## src/rtl/fetch_pkg.sv

```systemverilog
// Shared constants for the instruction fetch stage: state encoding,
// end-of-program word and default address width.
package fetch_pkg;
   localparam int FETCH_ADDR_W = 5;

   localparam logic [1:0] ST_IDLE = 2'd0;
   localparam logic [1:0] ST_RUN  = 2'd1;
   localparam logic [1:0] ST_HALT = 2'd2;

   localparam logic [31:0] HALT_WORD = 32'h0000_0000;
endpackage

```

## src/rtl/instruction_fetch.sv

```systemverilog
// Single-stage instruction fetch: drives the PC to memory, registers the
// returned word toward decode with a valid/ready handshake, redirect and halt.
module instruction_fetch
   import fetch_pkg::*;
#(
   parameter int ADDRESS_WIDTH = FETCH_ADDR_W
) (
   input  logic                     fetch_clk,
   input  logic                     fetch_rst,
   output logic [ADDRESS_WIDTH-1:0] fetch_addr,
   input  logic [31:0]              fetch_instr_in,
   output logic [31:0]              fetch_instr_out,
   output logic [ADDRESS_WIDTH-1:0] fetch_pc_out,
   output logic                     fetch_valid,
   input  logic                     fetch_ready,
   input  logic                     fetch_redirect,
   input  logic [ADDRESS_WIDTH-1:0] fetch_redirect_addr,
   output logic                     fetch_halted
);

   logic [1:0]               r_state;
   logic [ADDRESS_WIDTH-1:0] r_pc;
   logic [31:0]              r_instr;
   logic [ADDRESS_WIDTH-1:0] r_pc_out;
   logic                     r_valid;

   logic                     w_load;
   logic [ADDRESS_WIDTH-1:0] w_pc_next;

   // The output register may take a new word when empty or being consumed.
   assign w_load    = !r_valid || fetch_ready;
   assign w_pc_next = r_pc + 1'b1;

   always_ff @(posedge fetch_clk) begin
      if (fetch_rst) begin
         r_state  <= ST_IDLE;
         r_pc     <= '0;
         r_instr  <= '0;
         r_pc_out <= '0;
         r_valid  <= 1'b0;
      end else if (fetch_redirect) begin
         // Redirect flushes the held word even if decode is stalling.
         r_pc    <= fetch_redirect_addr;
         r_valid <= 1'b0;
         r_state <= ST_RUN;
      end else begin
         case (r_state)
            ST_IDLE: r_state <= ST_RUN;
            ST_RUN: begin
               if (w_load) begin
                  if (fetch_instr_in == HALT_WORD) begin
                     r_valid <= 1'b0;
                     r_state <= ST_HALT;
                  end else begin
                     r_instr  <= fetch_instr_in;
                     r_pc_out <= r_pc;
                     r_valid  <= 1'b1;
                     r_pc     <= w_pc_next;
                  end
               end
            end
            ST_HALT: r_valid <= 1'b0;
            default: r_state <= ST_IDLE;
         endcase
      end
   end

   assign fetch_addr      = r_pc;
   assign fetch_instr_out = r_instr;
   assign fetch_pc_out    = r_pc_out;
   assign fetch_valid     = r_valid;
   assign fetch_halted    = (r_state == ST_HALT);

endmodule

```

## config.mk

```make
export PLATFORM = sky130hd
export DESIGN_NAME = instruction_fetch
export DESIGN_NICKNAME = d
export VERILOG_FILES = /design/src/rtl/fetch_pkg.sv /design/src/rtl/instruction_fetch.sv
export SDC_FILE = /design/constraint.sdc
export NUM_CORES = 1
export LEC_CHECK = 0
export ABC_CLOCK_PERIOD_IN_PS = 2150
export CAP_MARGIN = 20
export CORE_ASPECT_RATIO = 0.5
export CORE_UTILIZATION = 41
export CTS_CLUSTER_DIAMETER = 200
export DETAILED_ROUTE_END_ITERATION = 16
export PLACE_DENSITY = 0.79
export SYNTH_ARGS = -nofsm -noshare
export SYNTH_HDL_FRONTEND = slang
export SYNTH_SLANG_ARGS = --single-unit
```

## constraint.sdc

```tcl
create_clock -name fetch_clk -period 2.15 [get_ports fetch_clk]
set_input_delay 0.645 -clock fetch_clk [delete_from_list [all_inputs] [get_ports fetch_clk]]
set_output_delay 0.645 -clock fetch_clk [all_outputs]
set_load 0.02 [all_outputs]
```

==> flow_results.xml, run 1 <==
<?xml version="1.0" encoding="UTF-8"?>
<metrics>
  <group name="drt">
    <metric name="vias_per_cell" unit="">5.13</metric>
    <metric name="detail_route.first_pass.iterations" unit="">4</metric>
    <metric name="detailroute.via_count" unit="">1745</metric>
    <metric name="drtIter0Drc" unit="">76</metric>
    <metric name="ant_nets" unit="">0</metric>
    <metric name="detail_route.drc_violations" unit="">0</metric>
    <metric name="wirelength" unit="mm">5.70</metric>
    <metric name="post_drt_wl_per_cell" unit="um">16.8</metric>
  </group>
  <group name="layout">
    <metric name="filler_cell_count" unit="">277</metric>
    <metric name="final_nets" unit="">328</metric>
    <metric name="layout-drive-gt1-share" unit="%">19.9</metric>
    <metric name="diodes" unit="">0</metric>
    <metric name="post-route-cell-area" unit="um^2">3140</metric>
    <metric name="syn_to_final_growth" unit="%">68.9</metric>
  </group>
  <group name="worst_hold_path">
    <metric name="min-delay-path-class" unit="">reg2reg</metric>
  </group>
  <group name="placed_design">
    <metric name="buffer_ports.inserted" unit="">84</metric>
    <metric name="gp_routability_congestion" unit="">0.704</metric>
    <metric name="placement.setup.worst_slack" unit="ps">-559</metric>
    <metric name="dpl_cell_area" unit="um^2">2870</metric>
    <metric name="hpwlAfterDp" unit="mm">3.65</metric>
  </group>
  <group name="worst_setup_path">
    <metric name="cp_data_required_time" unit="ps">2330</metric>
    <metric name="crit_type" unit="">in2reg</metric>
    <metric name="worstPathMaxFanout" unit="">4</metric>
    <metric name="crit_path_start_kind" unit="">primary input</metric>
    <metric name="slowest_stage" unit="">nor4_2</metric>
    <metric name="cp-end-kind" unit="">flop</metric>
    <metric name="worstPathCellList" unit="">clkbuf_2 &gt; nor4_2 &gt; buf_4 &gt; nand4_4 &gt; buf_6 &gt; buf_4 &gt; o21ai_4 &gt; o21ai_2 &gt; a311oi_1</metric>
    <metric name="cp_slowest_stage_delay" unit="ps">340</metric>
    <metric name="path_common_cell" unit="">buf_4</metric>
    <metric name="worstPathArrival" unit="ps">2350</metric>
    <metric name="timing.reg2reg.setup_slack" unit="ps">360</metric>
  </group>
  <group name="sta">
    <metric name="finalHoldViolCount" unit="">0</metric>
    <metric name="layout_worst_path_cycle_share" unit="%">101</metric>
    <metric name="worstMarginPinSlew" unit="ps">334</metric>
    <metric name="finalSetupViolCount" unit="">1</metric>
    <metric name="report.final.slew_viol_count" unit="">0</metric>
    <metric name="max_clk_rate" unit="MHz">462</metric>
    <metric name="worst_clock_skew" unit="ps">6.52</metric>
    <metric name="final.setup.worst_slack" unit="ps">-16.5</metric>
    <metric name="finalCriticalPeriod" unit="ps">2170</metric>
    <metric name="slew_headroom" unit="%">77.7</metric>
  </group>
  <group name="floorplanning">
    <metric name="die-height" unit="um">49.6</metric>
    <metric name="fp-row-count" unit="">16</metric>
    <metric name="width_of_the_chip" unit="um">97.2</metric>
    <metric name="die_footprint" unit="um^2">4820</metric>
    <metric name="io_pins" unit="">85</metric>
    <metric name="coreArea" unit="um^2">4120</metric>
    <metric name="initial_utilization" unit="%">45.1</metric>
  </group>
  <group name="synthesis">
    <metric name="synth_edf_count" unit="">0</metric>
    <metric name="ys_types" unit="">27</metric>
    <metric name="synth.ff_latch_count" unit="">45</metric>
    <metric name="yosys_warnings" unit="">0</metric>
    <metric name="synth.yosys.seq_area_share" unit="%">48.5</metric>
    <metric name="post_synthesis_cell_area" unit="um^2">1860</metric>
    <metric name="syn-instance-count" unit="">178</metric>
    <metric name="synthArstFlopShare" unit="%">0</metric>
    <metric name="ys_top_cells_by_count" unit="">45 x dfxtp_1, 44 x nor2_1, 38 x mux2i_1</metric>
    <metric name="yosysMostFrequentCell" unit="">dfxtp_1</metric>
    <metric name="synthesis.area_per_instance" unit="um^2">10.4</metric>
    <metric name="yosys.area.top_type_share" unit="%">48.5</metric>
    <metric name="yosys_most_used_dff" unit="">dfxtp_1</metric>
    <metric name="mappedNetlistNets" unit="">220</metric>
    <metric name="yosys-top-cells-area" unit="">dfxtp_1 48%, mux2i_1 20%, nor2_1 8.9%, buf_12 3.2%, nor4_1 2.7%</metric>
    <metric name="yosysTopAreaCell" unit="">dfxtp_1</metric>
  </group>
  <group name="flow_run">
    <metric name="maxCapViolCount" unit="">0</metric>
  </group>
  <group name="clock_network">
    <metric name="cts_tree" unit="">yes</metric>
    <metric name="cts_root_buf" unit="">clkbuf_8</metric>
    <metric name="numCtsBuffers" unit="">5</metric>
    <metric name="cts.sink_count" unit="">45</metric>
    <metric name="clk_pin_slew" unit="ps">80</metric>
    <metric name="cts_buffer_depth" unit="">2</metric>
    <metric name="htree_num_levels" unit="">2</metric>
    <metric name="insertion_delay" unit="ps">290</metric>
  </group>
  <group name="status">
    <metric name="run_status" unit="">finished, violations left</metric>
    <metric name="violations" unit="">setup timing</metric>
  </group>
  <group name="power_and_ir_drop">
    <metric name="leakagePower" unit="nW">1.48</metric>
    <metric name="power-per-cell-area" unit="nW/um^2">587</metric>
    <metric name="max-vdd-ir-drop" unit="uV">372</metric>
    <metric name="p_total" unit="mW">1.84</metric>
  </group>
  <group name="global_routing">
    <metric name="globalRouteOverflowTotal" unit="">0</metric>
    <metric name="grt_pass1_vias" unit="">1792</metric>
    <metric name="groute.usage.overall" unit="%">24.0</metric>
    <metric name="maximum_number_of_pins_on_one_net_before_global_route_repair" unit="">46</metric>
    <metric name="grt_antenna_before_repair" unit="">0</metric>
    <metric name="grt_first_pass_wirelength" unit="mm">8.96</metric>
  </group>
</metrics>
[state kept, by name, summed over array words and instances (netlist names)]
register,count
fetch_addr,5
fetch_pc_out,5
r_state,2
fetch_valid,1
fetch_instr_out,32
[placed cells by master, fill, tap and decap left out, types with 6 or more instances in the layout]
| master | n |
|---|---|
| buf_4 | 16 |
| clkbuf_2 | 7 |
| clkbuf_8 | 6 |
| clkdlybuf4s15_1 | 6 |
| clkdlybuf4s50_1 | 50 |
| dfxtp_1 | 45 |
| dlygate4sd2_1 | 15 |
| mux2i_1 | 36 |
| nor2_1 | 44 |
[per-layer routing]
layer | vias to the layer above | part of all wire [%] | global-route usage [%]
li1 | 836 | - | -
met1 | 853 | 42 | 28.6
met2 | 50 | 53 | 44.2
met3 | 6 | 3.7 | 6.10
met4 | 0 | 1.3 | 5.39
met5 | - | 0 | 0
[per-stage QoR]
step                      util [%]  hold WS [ps]  TNS, ps  cells
final                         76.2           500    -16.5    340
after global routing          76.2           541    -55.1    340
after CTS                     75.9           506        0    341
after detailed placement      69.5           487   -22700    328
after global placement        69.5           475   -21750    328
after floorplan                  -           507        0    178
[cell families after synthesis]
logic type	share of synthesized area [%]
and+or+nand+nor	14.2
buffers and inverters	6.93
adders and majority gates	0.673
AOI/OAI and AO/OA	7.87
muxes	20.5
DFF	48.5
xor gates and xnor gates	1.41
[where the power goes]
part           internal [mW]  switching (mW)
Combinational          0.223           0.195
Sequential             0.876          0.0327
Clock                  0.255           0.264
[final timing paths]
kind	from	to	cells after the start
max reg2reg	r_state[0]	fetch_instr_out[15]	8
max	fetch_instr_in[3]	fetch_addr[2]	9
min reg2reg	fetch_instr_out[29]	fetch_instr_out[29]	2
min	fetch_instr_out[29]	fetch_instr_out[29]	2
[critical path: cells and delay by family]
kind / cells / cell delay (ps)
buf+inv: 4 / 600
simple gates: 2 / 470
compound gates: 3 / 630
[what timing repair did]
item / 4_1_cts / 5_1_grt
gates resized for setup: 52 / 31
hold buffers: 0 / 0
gates cloned: 3 / 0
pin swaps: 14 / 16
buffers inserted: 4 / 0
setup endpoints to repair: 46 / 43
[layout make-up]
cell class              count  area (um^2)  share of cell area [%]
well taps                  54         67.6                    2.15
multi-input cells         119          951                    30.3
flip-flops and latches     45          901                    28.7
inverters                   4         15.0                   0.478
repair buffers            111         1120                    35.7
clock buffers               7         86.3                    2.75
Power figures use the tool's default switching activity.
==> inputs of run 2 (changes only) <==
CORE_UTILIZATION = 55   (was 41)
DONT_BUFFER_PORTS = 1   (was not set)
PLACE_DENSITY = 0.7   (was 0.79)
==> run 2 against run 1 <==
Effect of this change:
- the run ends with DRC left
- non-clock buffer count decreased by 99
- worst hold slack got worse by 84 ps
- count of clock-buffer cells in the layout unchanged
- final cell count decreased by 33%
- utilization decreased by 11 points
- flip-flop and latch count unchanged
- sequential power increased by 5.5%
- critical endpoint is now fetch_instr_out[29]
==> flow_results.xml, run 2 (synthesis results as in run 1) <==
<?xml version="1.0" encoding="UTF-8"?>
<metrics>
  <group name="global_routing">
    <metric name="groute.usage.overall" unit="%">21.6</metric>
    <metric name="maximum_number_of_pins_on_one_net_before_global_route_repair" unit="">46</metric>
    <metric name="grt_antenna_before_repair" unit="">0</metric>
    <metric name="grt_first_pass_wirelength" unit="mm">5.91</metric>
    <metric name="grt_pass1_vias" unit="">1276</metric>
    <metric name="globalRouteOverflowTotal" unit="">0</metric>
  </group>
  <group name="layout">
    <metric name="most-common-layout-cells" unit="">45 x dfxtp_1, 44 x nor2_1, 38 x mux2i_1</metric>
    <metric name="syn_to_final_growth" unit="%">8.68</metric>
    <metric name="layout-drive-gt1-share" unit="%">12.8</metric>
    <metric name="post-route-cell-area" unit="um^2">2020</metric>
    <metric name="most_common_cell_after_layout_fill_and_taps_aside" unit="">dfxtp_1</metric>
    <metric name="final_util" unit="%">65.2</metric>
    <metric name="finalNonFillerCells" unit="">228</metric>
    <metric name="final_nets" unit="">229</metric>
    <metric name="flip_flop_count_of_the_largest_register_all_copies_and_words_added" unit="">32</metric>
    <metric name="diodes" unit="">0</metric>
  </group>
  <group name="power_and_ir_drop">
    <metric name="cell_internal_pwr" unit="mW">1.24</metric>
    <metric name="power-per-cell-area" unit="nW/um^2">820</metric>
    <metric name="comb_power_share" unit="%">8.2</metric>
    <metric name="max-vdd-ir-drop" unit="uV">488</metric>
    <metric name="clock_power_share" unit="%">34.0</metric>
    <metric name="share_seq_of_total_power" unit="%">57.8</metric>
    <metric name="leakagePower" unit="nW">0.993</metric>
    <metric name="switching_share" unit="%">25.3</metric>
    <metric name="p_total" unit="mW">1.66</metric>
    <metric name="net_switching_power_of_the_design" unit="mW">0.420</metric>
  </group>
  <group name="worst_setup_path">
    <metric name="crit_type" unit="">in2reg</metric>
    <metric name="worstPathMaxFanout" unit="">16</metric>
    <metric name="crit_path_start_kind" unit="">primary input</metric>
    <metric name="timing.reg2reg.setup_slack" unit="ps">480</metric>
    <metric name="cp-end-kind" unit="">flop</metric>
    <metric name="cp_data_required_time" unit="ps">2340</metric>
    <metric name="worstPathArrival" unit="ps">2160</metric>
  </group>
  <group name="sta">
    <metric name="finalHoldWorstSlack" unit="ps">416</metric>
    <metric name="layout_worst_path_cycle_share" unit="%">92.0</metric>
    <metric name="slew_headroom" unit="%">67.8</metric>
    <metric name="report.final.slew_viol_count" unit="">0</metric>
    <metric name="finalCriticalPeriod" unit="ps">1980</metric>
    <metric name="finalHoldViolCount" unit="">0</metric>
    <metric name="rsz0062_at_grt" unit="">false</metric>
    <metric name="worstMarginPinSlew" unit="ps">482</metric>
    <metric name="finalSetupViolCount" unit="">0</metric>
    <metric name="worst_clock_skew" unit="ps">3.71</metric>
    <metric name="final.setup.worst_slack" unit="ps">173</metric>
    <metric name="max_clk_rate" unit="MHz">506</metric>
    <metric name="setup-tns-final" unit="ps">0</metric>
  </group>
  <group name="placed_design">
    <metric name="gp_routability_congestion" unit="">0.739</metric>
    <metric name="dpl_cell_area" unit="um^2">1920</metric>
    <metric name="place_inst" unit="">220</metric>
    <metric name="placement.setup.worst_slack" unit="ps">-139</metric>
    <metric name="hpwlAfterDp" unit="mm">2.64</metric>
    <metric name="buffer_ports.inserted" unit="">0</metric>
  </group>
  <group name="clock_network">
    <metric name="cts_repair_resize_count" unit="">0</metric>
    <metric name="cts_tree" unit="">yes</metric>
    <metric name="cts_root_buf" unit="">clkbuf_8</metric>
    <metric name="clk_pin_slew" unit="ps">80</metric>
    <metric name="htree_num_levels" unit="">2</metric>
    <metric name="cts_buffer_depth" unit="">2</metric>
    <metric name="insertion_delay" unit="ps">290</metric>
    <metric name="cts.sink_count" unit="">45</metric>
    <metric name="numCtsBuffers" unit="">5</metric>
    <metric name="post_cts.repair.setup_buffers" unit="">0</metric>
    <metric name="cts-hold-fix-buffers" unit="">0</metric>
  </group>
  <group name="drt">
    <metric name="detailroute.via_count" unit="">1276</metric>
    <metric name="wirelength" unit="mm">3.62</metric>
    <metric name="detail_route.drc_violations" unit="">12</metric>
    <metric name="ant_nets" unit="">0</metric>
    <metric name="detail_route.first_pass.iterations" unit="">10</metric>
    <metric name="post_drt_wl_per_cell" unit="um">15.9</metric>
    <metric name="vias_per_cell" unit="">5.60</metric>
    <metric name="drtIter0Drc" unit="">55</metric>
  </group>
  <group name="flow_run">
    <metric name="maxCapViolCount" unit="">0</metric>
  </group>
  <group name="floorplanning">
    <metric name="width_of_the_chip" unit="um">84.2</metric>
    <metric name="io_pins" unit="">85</metric>
    <metric name="initial_utilization" unit="%">60.0</metric>
    <metric name="coreArea" unit="um^2">3100</metric>
    <metric name="die-height" unit="um">43.1</metric>
    <metric name="die_footprint" unit="um^2">3630</metric>
    <metric name="fp-row-count" unit="">14</metric>
  </group>
  <group name="status">
    <metric name="run_status" unit="">finished, violations left</metric>
    <metric name="violations" unit="">DRC</metric>
  </group>
  <group name="worst_hold_path">
    <metric name="min-delay-path-class" unit="">in2reg</metric>
  </group>
</metrics>
-- run 2: cell count changes in the layout (fill, tap and decap cells not counted), sizes merged --
cell	change
dlymetal6s2s	-5
clkbuf	-7
buf	-15
clkdlybuf4s15	-7
dlygate4sd2	-15
clkinv	+1
clkdlybuf4s50	-50
-- run 2: power by group through the flow --
stage               registers, mW  clock network (mW)  logic [mW]
global route                0.963               0.612       0.153
global placement            0.977                   0       0.132
floorplan                   0.971                   0       0.130
CTS                         0.958               0.578       0.137
detailed placement          0.978                   0       0.137
finish                      0.958               0.564       0.136
-- run 2: critical path, stage by stage --
cell	delay, ps
nor4_1	400
nand4_1	300
o211ai_4	340
buf_12	210
mux2i_1	210
nor2_1	50
-- run 2: final timing paths --
| check | from | end | cells past startpoint |
|---|---|---|---|
| setup / recovery | fetch_instr_in[16] | fetch_instr_out[29] | 6 |
| setup reg to reg | fetch_valid | fetch_addr[2] | 4 |
| hold reg to reg | r_state[0] | fetch_valid | 2 |
| hold / removal | fetch_rst | fetch_instr_out[21] | 1 |
-- run 2: routing by layer --
layer	up-vias	part of all wire, %	track usage (%)
met5	-	0	0
met4	0	0.44	7.24
met3	2	10	8.95
met2	51	42	34.1
met1	584	47	27.1
li1	639	-	-
-- run 2: layout make-up --
type	count	area [um^2]
Sequential cell	45	901
Timing Repair Buffer	12	115
Inverter	4	15.0
Tap cell	40	50.0
Clock buffer	7	96.3
Clock inverter	1	5.00
Fill cell	250	1080
Multi-Input combinational cell	119	838
